### config.mk
export PLATFORM = sky130hd
export DESIGN_NAME = pipeline_stall_ctrl_flat
export DESIGN_NICKNAME = d
export VERILOG_FILES = /design/src/rtl/pipeline_stall_ctrl_pkg.sv /design/src/rtl/pipeline_stall_ctrl_if.sv /design/src/rtl/pipeline_stall_ctrl_sat_counter.sv /design/src/rtl/pipeline_stall_ctrl.sv /design/src/flat_wrapper.sv
export SDC_FILE = /design/constraint.sdc
export NUM_CORES = 1
export LEC_CHECK = 0
export ABC_CLOCK_PERIOD_IN_PS = 2100
export BUFFER_PORTS_ARGS = -buffer_cell sky130_fd_sc_hd__buf_4
export CORE_MARGIN = 10
export CORE_UTILIZATION = 54
export DETAILED_ROUTE_END_ITERATION = 16
export PLACE_DENSITY = 0.8
export SLEW_MARGIN = 20
export SYNTH_ARGS = -nofsm -noshare
export SYNTH_HDL_FRONTEND = slang
export SYNTH_SLANG_ARGS = --single-unit
### constraint.sdc
create_clock -name clk -period 2.1 [get_ports clk]
set_input_delay 0.315 -clock clk [delete_from_list [all_inputs] [get_ports clk]]
set_output_delay 0.315 -clock clk [all_outputs]
set_load 0.05 [all_outputs]
### src/rtl/pipeline_stall_ctrl_pkg.sv
// Shared types and constants for the pipeline stall controller.
//   stall_state_t : controller FSM state encoding
//   REG_PC        : register index of the program counter (r15)
package pipeline_stall_ctrl_pkg;

    typedef enum logic [1:0] {
        RUN        = 2'd0,
        LOAD_STALL = 2'd1,
        MEM_WAIT   = 2'd2
    } stall_state_t;

    localparam logic [3:0] REG_PC = 4'd15;

endpackage

### src/rtl/pipeline_stall_ctrl_if.sv
// Hazard/enable bundle between the decode-side pipeline and the stall controller.
//   master : pipeline side, drives hazard inputs, receives enables/flushes/status
//   slave  : stall controller side
//   id_rn/id_rm/id_uses_rn/id_uses_rm : source operands of the ID instruction
//   ex_rd/ex_is_load/ex_reg_write/ex_branch_taken : EX instruction info
//   mem_busy : data memory not ready
//   pc_en/ifid_en/idex_en/exmem_en : pipeline flop enables
//   ifid_flush/idex_flush : synchronous bubble insert
//   stall_cycles/mem_timeout : status
interface pipeline_stall_ctrl_if #(
    parameter int REG_W = 4,
    parameter int CNT_W = 16
);
    logic [REG_W-1:0] id_rn;
    logic [REG_W-1:0] id_rm;
    logic             id_uses_rn;
    logic             id_uses_rm;
    logic [REG_W-1:0] ex_rd;
    logic             ex_is_load;
    logic             ex_reg_write;
    logic             ex_branch_taken;
    logic             mem_busy;

    logic             pc_en;
    logic             ifid_en;
    logic             idex_en;
    logic             exmem_en;
    logic             ifid_flush;
    logic             idex_flush;
    logic [CNT_W-1:0] stall_cycles;
    logic             mem_timeout;

    modport master (
        output id_rn, id_rm, id_uses_rn, id_uses_rm,
        output ex_rd, ex_is_load, ex_reg_write, ex_branch_taken, mem_busy,
        input  pc_en, ifid_en, idex_en, exmem_en, ifid_flush, idex_flush,
        input  stall_cycles, mem_timeout
    );

    modport slave (
        input  id_rn, id_rm, id_uses_rn, id_uses_rm,
        input  ex_rd, ex_is_load, ex_reg_write, ex_branch_taken, mem_busy,
        output pc_en, ifid_en, idex_en, exmem_en, ifid_flush, idex_flush,
        output stall_cycles, mem_timeout
    );

endinterface

### src/rtl/pipeline_stall_ctrl_sat_counter.sv
// Saturating up-counter with synchronous clear.
//   clk, reset : clock, synchronous active-high reset
//   inc        : count up by one (ignored once at MAX)
//   clr        : synchronous clear, wins over inc
//   q          : current count
//   at_max     : count equals MAX
module pipeline_stall_ctrl_sat_counter #(
    parameter int           W   = 16,
    parameter logic [W-1:0] MAX = '1
) (
    input  logic         clk,
    input  logic         reset,
    input  logic         inc,
    input  logic         clr,
    output logic [W-1:0] q,
    output logic         at_max
);

    logic [W-1:0] cnt_q;
    logic [W-1:0] cnt_d;

    assign at_max = (cnt_q == MAX);
    assign q      = cnt_q;

    always_comb begin
        cnt_d = cnt_q;
        if (clr) begin
            cnt_d = '0;
        end else if (inc && !at_max) begin
            cnt_d = cnt_q + 1'b1;
        end
    end

    always_ff @(posedge clk) begin
        if (reset) begin
            cnt_q <= '0;
        end else begin
            cnt_q <= cnt_d;
        end
    end

endmodule

### src/rtl/pipeline_stall_ctrl.sv
// Stall/flush controller for the 5-stage pipeline. Sources the enable and
// synchronous clear of PC, IF/ID, ID/EX and EX/MEM flops.
//   clk   : system clock, rising edge
//   reset : synchronous, active-high
//   bus   : slave side of pipeline_stall_ctrl_if (hazard inputs in,
//           enables/flushes/stall_cycles/mem_timeout out)
// Priority each cycle: mem_busy > taken branch > load-use > normal.
module pipeline_stall_ctrl
    import pipeline_stall_ctrl_pkg::*;
#(
    parameter int REG_W    = 4,
    parameter int CNT_W    = 16,
    parameter int MAX_WAIT = 64
) (
    input  logic                 clk,
    input  logic                 reset,
    pipeline_stall_ctrl_if.slave bus
);

    stall_state_t state_q;
    stall_state_t state_d;
    logic         state_en;

    logic         hazard;
    logic         pc_en_c;
    logic         ifid_en_c;
    logic         idex_en_c;
    logic         exmem_en_c;
    logic         ifid_flush_c;
    logic         idex_flush_c;

    logic [CNT_W-1:0] stall_cnt;
    logic             stall_at_max;
    logic [CNT_W-1:0] wait_cnt;
    logic             wait_at_max;
    logic             timeout_q;
    logic             timeout_d;

    // r15 destinations are redirected through the branch path, never a bubble.
    assign hazard = bus.ex_is_load && bus.ex_reg_write &&
                    (bus.ex_rd != REG_W'(REG_PC)) &&
                    ((bus.id_uses_rn && (bus.id_rn == bus.ex_rd)) ||
                     (bus.id_uses_rm && (bus.id_rm == bus.ex_rd)));

    // State register: enabled flop with the enable permanently asserted.
    assign state_en = 1'b1;

    always_ff @(posedge clk) begin
        if (reset) begin
            state_q <= RUN;
        end else if (state_en) begin
            state_q <= state_d;
        end
    end

    // Next-state logic. LOAD_STALL never re-arms itself: the load has moved
    // on to MEM, so exactly one bubble is inserted per load-use.
    always_comb begin
        state_d = RUN;
        if (bus.mem_busy) begin
            state_d = MEM_WAIT;
        end else if (bus.ex_branch_taken) begin
            state_d = RUN;
        end else if ((state_q != LOAD_STALL) && hazard) begin
            state_d = LOAD_STALL;
        end
    end

    // Output logic, combinational so enables act in the same cycle.
    always_comb begin
        pc_en_c      = 1'b1;
        ifid_en_c    = 1'b1;
        idex_en_c    = 1'b1;
        exmem_en_c   = 1'b1;
        ifid_flush_c = 1'b0;
        idex_flush_c = 1'b0;
        if (!reset) begin
            if (bus.mem_busy) begin
                // Whole pipe frozen; a pending branch stays in EX and is
                // acted on once memory is ready.
                pc_en_c    = 1'b0;
                ifid_en_c  = 1'b0;
                idex_en_c  = 1'b0;
                exmem_en_c = 1'b0;
            end else if (bus.ex_branch_taken) begin
                ifid_flush_c = 1'b1;
                idex_flush_c = 1'b1;
            end else if ((state_q != LOAD_STALL) && hazard) begin
                // Hold PC and IF/ID, push a bubble into ID/EX, let the load advance.
                pc_en_c      = 1'b0;
                ifid_en_c    = 1'b0;
                idex_flush_c = 1'b1;
            end
        end
    end

    pipeline_stall_ctrl_sat_counter #(
        .W   (CNT_W)
    ) u_stall_cnt (
        .clk    (clk),
        .reset  (reset),
        .inc    (!pc_en_c && !stall_at_max),
        .clr    (1'b0),
        .q      (stall_cnt),
        .at_max (stall_at_max)
    );

    // Consecutive mem_busy cycles; any ready cycle restarts the count.
    pipeline_stall_ctrl_sat_counter #(
        .W   (CNT_W),
        .MAX (CNT_W'(MAX_WAIT))
    ) u_wait_cnt (
        .clk    (clk),
        .reset  (reset),
        .inc    (bus.mem_busy),
        .clr    (!bus.mem_busy),
        .q      (wait_cnt),
        .at_max (wait_at_max)
    );

    // Timeout is visible right after the MAX_WAIT-th busy cycle (wait count
    // at max) and is then held by timeout_q until reset.
    assign timeout_d = timeout_q || wait_at_max;

    always_ff @(posedge clk) begin
        if (reset) begin
            timeout_q <= 1'b0;
        end else begin
            timeout_q <= timeout_d;
        end
    end

    assign bus.pc_en        = pc_en_c;
    assign bus.ifid_en      = ifid_en_c;
    assign bus.idex_en      = idex_en_c;
    assign bus.exmem_en     = exmem_en_c;
    assign bus.ifid_flush   = ifid_flush_c;
    assign bus.idex_flush   = idex_flush_c;
    assign bus.stall_cycles = stall_cnt;
    assign bus.mem_timeout  = timeout_q || wait_at_max;

endmodule
### src/flat_wrapper.sv
// flat-port wrapper written by rule: the top's interface ports become plain ports
module pipeline_stall_ctrl_flat import pipeline_stall_ctrl_pkg::*;
#(
    parameter int REG_W    = 4,
    parameter int CNT_W    = 16,
    parameter int MAX_WAIT = 64
)
  (clk, reset, bus_id_rn, bus_id_rm, bus_id_uses_rn, bus_id_uses_rm, bus_ex_rd, bus_ex_is_load, bus_ex_reg_write, bus_ex_branch_taken, bus_mem_busy, bus_pc_en, bus_ifid_en, bus_idex_en, bus_exmem_en, bus_ifid_flush, bus_idex_flush, bus_stall_cycles, bus_mem_timeout);
  pipeline_stall_ctrl_if #(.REG_W(REG_W), .CNT_W(CNT_W)) bus_i ();
  input  logic clk;
  input  logic reset;
  input wire logic [$bits(bus_i.id_rn)-1:0] bus_id_rn;
  input wire logic [$bits(bus_i.id_rm)-1:0] bus_id_rm;
  input wire logic [$bits(bus_i.id_uses_rn)-1:0] bus_id_uses_rn;
  input wire logic [$bits(bus_i.id_uses_rm)-1:0] bus_id_uses_rm;
  input wire logic [$bits(bus_i.ex_rd)-1:0] bus_ex_rd;
  input wire logic [$bits(bus_i.ex_is_load)-1:0] bus_ex_is_load;
  input wire logic [$bits(bus_i.ex_reg_write)-1:0] bus_ex_reg_write;
  input wire logic [$bits(bus_i.ex_branch_taken)-1:0] bus_ex_branch_taken;
  input wire logic [$bits(bus_i.mem_busy)-1:0] bus_mem_busy;
  output wire logic [$bits(bus_i.pc_en)-1:0] bus_pc_en;
  output wire logic [$bits(bus_i.ifid_en)-1:0] bus_ifid_en;
  output wire logic [$bits(bus_i.idex_en)-1:0] bus_idex_en;
  output wire logic [$bits(bus_i.exmem_en)-1:0] bus_exmem_en;
  output wire logic [$bits(bus_i.ifid_flush)-1:0] bus_ifid_flush;
  output wire logic [$bits(bus_i.idex_flush)-1:0] bus_idex_flush;
  output wire logic [$bits(bus_i.stall_cycles)-1:0] bus_stall_cycles;
  output wire logic [$bits(bus_i.mem_timeout)-1:0] bus_mem_timeout;
  assign bus_i.id_rn = bus_id_rn;
  assign bus_i.id_rm = bus_id_rm;
  assign bus_i.id_uses_rn = bus_id_uses_rn;
  assign bus_i.id_uses_rm = bus_id_uses_rm;
  assign bus_i.ex_rd = bus_ex_rd;
  assign bus_i.ex_is_load = bus_ex_is_load;
  assign bus_i.ex_reg_write = bus_ex_reg_write;
  assign bus_i.ex_branch_taken = bus_ex_branch_taken;
  assign bus_i.mem_busy = bus_mem_busy;
  assign bus_pc_en = bus_i.pc_en;
  assign bus_ifid_en = bus_i.ifid_en;
  assign bus_idex_en = bus_i.idex_en;
  assign bus_exmem_en = bus_i.exmem_en;
  assign bus_ifid_flush = bus_i.ifid_flush;
  assign bus_idex_flush = bus_i.idex_flush;
  assign bus_stall_cycles = bus_i.stall_cycles;
  assign bus_mem_timeout = bus_i.mem_timeout;
  pipeline_stall_ctrl #(.REG_W(REG_W), .CNT_W(CNT_W), .MAX_WAIT(MAX_WAIT)) u_core (.clk(clk), .reset(reset), .bus(bus_i));
endmodule
==> results.toml, run 1 <==
[synthesis]
synth_cells = 228
yosysUniqueCellTypes = 45
ys_warn_count = 0
synthFlopType = "dfxtp_1"
async_reset_ff_share_pct = 0
synth-edff-count = 0
synth_nets = 251
synth_area_mm2 = 0.00194
syn_area_per_cell_um2 = 8.49
ys_ff_latch = 35
ys_seq_area_share_pct = 36.2

[floorplanning]
die-area_mm2 = 0.00638
fp-row-count = 21
fp.dieH_um = 79.9
io_pins = 43
core_area_mm2 = 0.00339
initial_core_util_pct = 57.1
die_x_um = 79.9

[timing]
finClkSkew_ns = 0.00731
rsz0062_at_grt = "false"
relSlewSlack_pct = 65.8
post-route-min-period_ns = 1.98
setup_ws_ns = 0.124
setup_violations = 0
worstMarginPinSlew_ns = 0.509
timing.fmax_mhz = 506
hold_viol_final = 0
fin_crit_sh_pct = 94.1
slew_violations = 0
final.setup.tns_ns = 0

[detailed_routing]
wl_um = 4500
vias = 1762
wl_per_cell_um = 13.9
drt-vias-per-instance = 5.44
first_iter_violations = 112
drc = 0
ant_nets = 0
first_pass_iters = 4

[power_and_ir_drop]
power_density_mw_per_mm2 = 497
peakVddDrop_mv = 0.326
power_leakage_nw = 0.945
p_total_w = 0.00120

[finish]
instances_no_fill = 324
nFillCells = 253
diodes = 0
final_nets = 300
area_growth_pct = 24.7
drive_above_1_share_pct = 28.8
multi_input_area_mm2 = 0.00118
ff_latch_area_um2 = 706

[place]
dp_cells = 315
gp_congestion = 0.830
hpwlAfterDp_um = 3290
port_buffers = 42
pre_cts_slack_ns = 0.114

[grt]
grt-ovfl-total = 0
antenna_found_initial = 0
grt_pass1_vias = 1703
grt_max_degree = 34
grt_pass1_wl_um = 7540
grt.total_usage_pct = 14.4

[clock_tree]
cts.path.max_buffers = 2
cts.htree.levels = 2
cts_hold_buf = 0
insertion_delay_ns = 0.35
clock_sink_count = 35
cts_tree = "built"
cts_made_buffers = 5
ctsRootBufferMaster = "clkbuf_4"
path_clk_slew_ns = 0.11

[worst_setup_path]
crit_slowest_cell = "dfxtp_1"
arrival_ns = 1.66
critPathKind = "register to output port"
cp_top_family = "compound AO/OA/AOI/OAI gates"
cp_cell_sequence = "inv_1, o2111ai_2, nor3_2, o21bai_2, a21o_2, buf_4"
required_ns = 1.78
end_kind = "output port"
worstPathMaxFanout = 2
crit_cells = 6
critPathBufInv = 2
reg2reg_depth = 6
max_stage_delay_ns = 0.31
start_kind = "register"

[min_path]
min_path_type = "input pin to register"
hold_path_depth = 2

[flow_run]
cap_violations = 0

[outcome]
outcome = "finished clean"
## final cells by class
cell class	count	share of cell area, %
clock inverters	3	0.829
multi-input cells	176	48.8
repair buffers	52	16.2
clock buffers	5	1.55
well taps	46	2.38
inverters	7	1.09
flip-flops and latches	35	29.2
## logic make-up (layout without fill, tap and decap cells)
logic type	after synthesis	after routing	synth area share (%)
simple gates	108	108	29.9
fa+ha+maj	3	3	1.94
buf+inv	17	67	3.81
mux	13	13	7.30
flops	35	35	36.2
xor+xnor	21	21	9.50
compound gates	31	31	11.4
## final timing paths
kind | slack, ns | startpoint | end
worst min register to register | 0.48 | u_core.u_stall_cnt.q[4] | u_core.u_stall_cnt.q[4]
worst max register to register | 0.16 | u_core.u_stall_cnt.q[3] | u_core.u_stall_cnt.q[15]
worst max-delay path | 0.12 | u_core.state_q[0] | bus_pc_en
worst min-delay path | 0.23 | bus_mem_busy | u_core.state_q[0]
## Yosys cell counts (all sizes together), types with 2 or more instances
| library cell | n | share of area [%] |
|---|---|---|
| or3 | 3 | 0.97 |
| xor2 | 8 | 3.6 |
| ha | 3 | 1.9 |
| nand3 | 13 | 3.6 |
| nor4 | 3 | 0.97 |
| a211oi | 2 | 1.0 |
| inv | 7 | 1.4 |
| o21ai | 4 | 1.0 |
| dfxtp | 35 | 36 |
| nand2 | 16 | 3.1 |
| nand2b | 5 | 1.6 |
| nor3 | 11 | 3.6 |
| nand4 | 7 | 2.3 |
| mux2i | 4 | 2.1 |
| clkbuf | 6 | 1.2 |
| or2 | 2 | 0.78 |
| nor2b | 10 | 3.2 |
| xnor2 | 13 | 5.9 |
| nor2 | 26 | 5.0 |
| and3 | 6 | 2.2 |
| o211ai | 3 | 1.2 |
| mux2 | 9 | 5.2 |
| a21oi | 15 | 4.1 |
| buf | 4 | 1.3 |
## report_power, final
part | internal, W | leakage (nW) | switching [W]
combinational | 0.0000625 | 0.633 | 0.0000859
clock | 0.000128 | 0.0272 | 0.000250
sequential | 0.000669 | 0.285 | 0.00000516
total | 0.000859 | 0.945 | 0.000341
## metal layers
| layer | vias up | track usage (%) | wire length, µm |
|---|---|---|---|
| li1 | 900 | - | - |
| met1 | 803 | 17.5 | 2150 |
| met2 | 53 | 22.4 | 1960 |
| met3 | 6 | 5.41 | 337 |
| met4 | 0 | 5.46 | 50 |
| met5 | - | 0 | 0 |
## metrics by stage
stage	hold slack (ns)	utilization, %	area, µm²
CTS	0.215	71.1	2410
finish	0.230	71.3	2420
global route	0.226	71.3	2420
detailed placement	0.467	69.1	2340
global placement	0.460	69.1	2340
floorplan	0.471	-	1950
## flip-flops by register name, indices dropped and copies added (netlist names)
name	count
u_core.u_stall_cnt.q	16
u_core.u_wait_cnt.q	16
u_core.state_q	2
u_core.timeout_q	1
## cells in the final DEF (no fill, tap or decap), drive strengths merged, types with 4 or more instances in the layout
cell | netlist | layout
nor2 | 26 | 26
dfxtp | 35 | 35
xnor2 | 13 | 13
nor2b | 10 | 10
xor2 | 8 | 8
nand3 | 13 | 13
nand2 | 16 | 16
a21oi | 15 | 15
nand4 | 7 | 7
o21ai | 4 | 4
inv | 7 | 7
nor3 | 11 | 11
nand2b | 5 | 5
buf | 4 | 52
and3 | 6 | 6
mux2i | 4 | 4
mux2 | 9 | 9
clkbuf | 6 | 5
## timing repair
item | 4_1_cts | 5_1_grt
pin swaps | 1 | 0
gates resized for setup | 1 | 1
cloned | 0 | 0
endpoints found under the setup margin | 2 | 1
setup buffers | 1 | 0
hold endpoints to repair | 0 | 0
Power figures use the tool's default switching activity.
==> run 2: changes to the inputs <==
CORE_MARGIN = unset   (was 10)
==> run 2 against run 1 <==
  * Worst setup slack worse by 0.057 ns
  * Via count fell by 0.57%
  * Clock skew is 0.0039 ns lower
  * Maximum frequency fell by 2.8%
  * Critical endpoint unchanged
  * First-iteration DRC count decreased by 29%
  * Global-route usage increased by 7.6 points
==> results.toml, run 2 (synthesis gave the netlist of run 1 again) <==
[grt]
grt_pass1_vias = 1484
antenna_found_initial = 0
grt.total_usage_pct = 22.0
grt_util_met1_pct = 27.1
met3_usage_pct = 5.80
grt_max_degree = 34
top_usage_layer = "met2"
grt-ovfl-total = 0
grt_pass1_wl_um = 6140
grtUsageMet2_pct = 36.3

[worst_setup_path]
start_kind = "register"
crit_slowest_cell = "dfxtp_1"
cp-startpoint = "u_core.state_q[0]"
worstPathMaxFanout = 6
cp_top_family = "compound AO/OA/AOI/OAI gates"
max_stage_delay_ns = 0.32
cp_cell_sequence = "inv_2, o2111ai_4, nor3_2, o21bai_1, buf_4, a21o_4, buf_8"
critPathBufInv = 3
arrival_ns = 1.72
reg2reg_from = "u_core.u_stall_cnt.q[3]"
reg2reg_slack_ns = 0.17
required_ns = 1.78
critPathKind = "register to output port"
end_kind = "output port"

[flow_run]
cap_violations = 0

[detailed_routing]
wl_um = 4180
drt-vias-per-instance = 5.36
wl_per_cell_um = 12.8
drc = 0
first_iter_violations = 80
vias = 1752
first_pass_iters = 4
ant_nets = 0

[place]
hpwlAfterDp_um = 2890
dp_cells = 313
gp_congestion = 0.871
pre_cts_slack_ns = 0.105
port_buffers = 42

[timing]
rsz0062_at_grt = "true"
worstMarginPinSlew_ns = 0.499
fin_crit_sh_pct = 96.8
timing.fmax_mhz = 492
slew_violations = 0
relSlewSlack_pct = 66.5
hold_viol_final = 0
setup_ws_ns = 0.0674
finClkSkew_ns = 0.00345
post-route-min-period_ns = 2.03
setup_violations = 0

[finish]
drive_above_1_share_pct = 29.9
finish.utilization_pct = 73.2
final_nets = 303
ff_latch_area_um2 = 708
layout_commonest_cell = "buf_4"
area_growth_pct = 28.2
nFillCells = 265
multi_input_area_mm2 = 0.00119
instances_no_fill = 327
final_cell_mix = "51 x buf_4, 29 x dfxtp_1, 26 x nor2_1"
diodes = 0

[floorplanning]
core_area_mm2 = 0.00339
fp.dieH_um = 61.9
io_pins = 43
fp-row-count = 21
die-area_mm2 = 0.00383
initial_core_util_pct = 57.1
die_x_um = 61.9

[clock_tree]
cts_tree = "built"
clock_sink_count = 35
cts.htree.levels = 2
path_clk_slew_ns = 0.10
cts.path.max_buffers = 2
ctsRootBufferMaster = "clkbuf_4"
cts_made_buffers = 5
cts_hold_buf = 0
insertion_delay_ns = 0.35

[power_and_ir_drop]
power_density_mw_per_mm2 = 503
power_leakage_nw = 0.981
peakVddDrop_mv = 0.432

[min_path]
min_path_type = "input pin to register"
hp-start = "bus_mem_busy"

[outcome]
outcome = "finished clean"
## run 2: power by group
group | total, W | internal, W | switching [W] | leakage [nW]
Combinational | 0.000154 | 0.0000664 | 0.0000877 | 0.657
Clock | 0.000420 | 0.000197 | 0.000223 | 0.0386
Sequential | 0.000675 | 0.000669 | 0.00000590 | 0.285
Total | 0.00125 | 0.000932 | 0.000317 | 0.981
## run 2: per-stage QoR
step	setup TNS [ns]	hold slack (ns)	power, W	cell area, µm²
detailed placement	0	0.462	0.000834	2330
global route	-0.0361	0.221	0.00130	2480
finish	0	0.229	0.00125	2480
CTS	0	0.223	0.00125	2390
global placement	0	0.461	0.000832	2330
floorplan	0	0.471	0.000779	1950
## run 2: worst reg2reg max path, stage by stage (launching register included)
cell and delay, ns:
dfxtp_2 0.39, nand3_2 0.12, or2_4 0.30, a2111oi_4 0.41
nand4_1 0.16, a21oi_2 0.13, mux2_1 0.32
## run 2: repair_timing
| item | 4_1_cts | 5_1_grt |
|---|---|---|
| gates resized for setup | 0 | 11 |
| setup endpoints to repair | 2 | 4 |
| setup buffers | 0 | 6 |
| hold endpoints to repair | 0 | 0 |
| pin swaps | 2 | 4 |
## run 2: final timing paths
path	endpoint	cells past startpoint
worst min-delay path	u_core.state_q[0]	2
worst min register to register	u_core.u_stall_cnt.q[4]	1
worst max-delay path	bus_pc_en	7
worst max register to register	u_core.u_stall_cnt.q[15]	6
## run 2: per-layer routing
layer / vias up / wire length [µm]
li1: 894 / -
met1: 807 / 1950
met2: 47 / 1930
met3: 4 / 263
met4: 0 / 40
met5: - / 0
## run 2: area by class of cell
cell class                      count  area share (%)
Multi-Input combinational cell    176            48.0
Tap cell                           46            2.32
Clock buffer                        8            2.77
Timing Repair Buffer               55            17.3
Inverter                            7            1.06
Sequential cell                    35            28.5
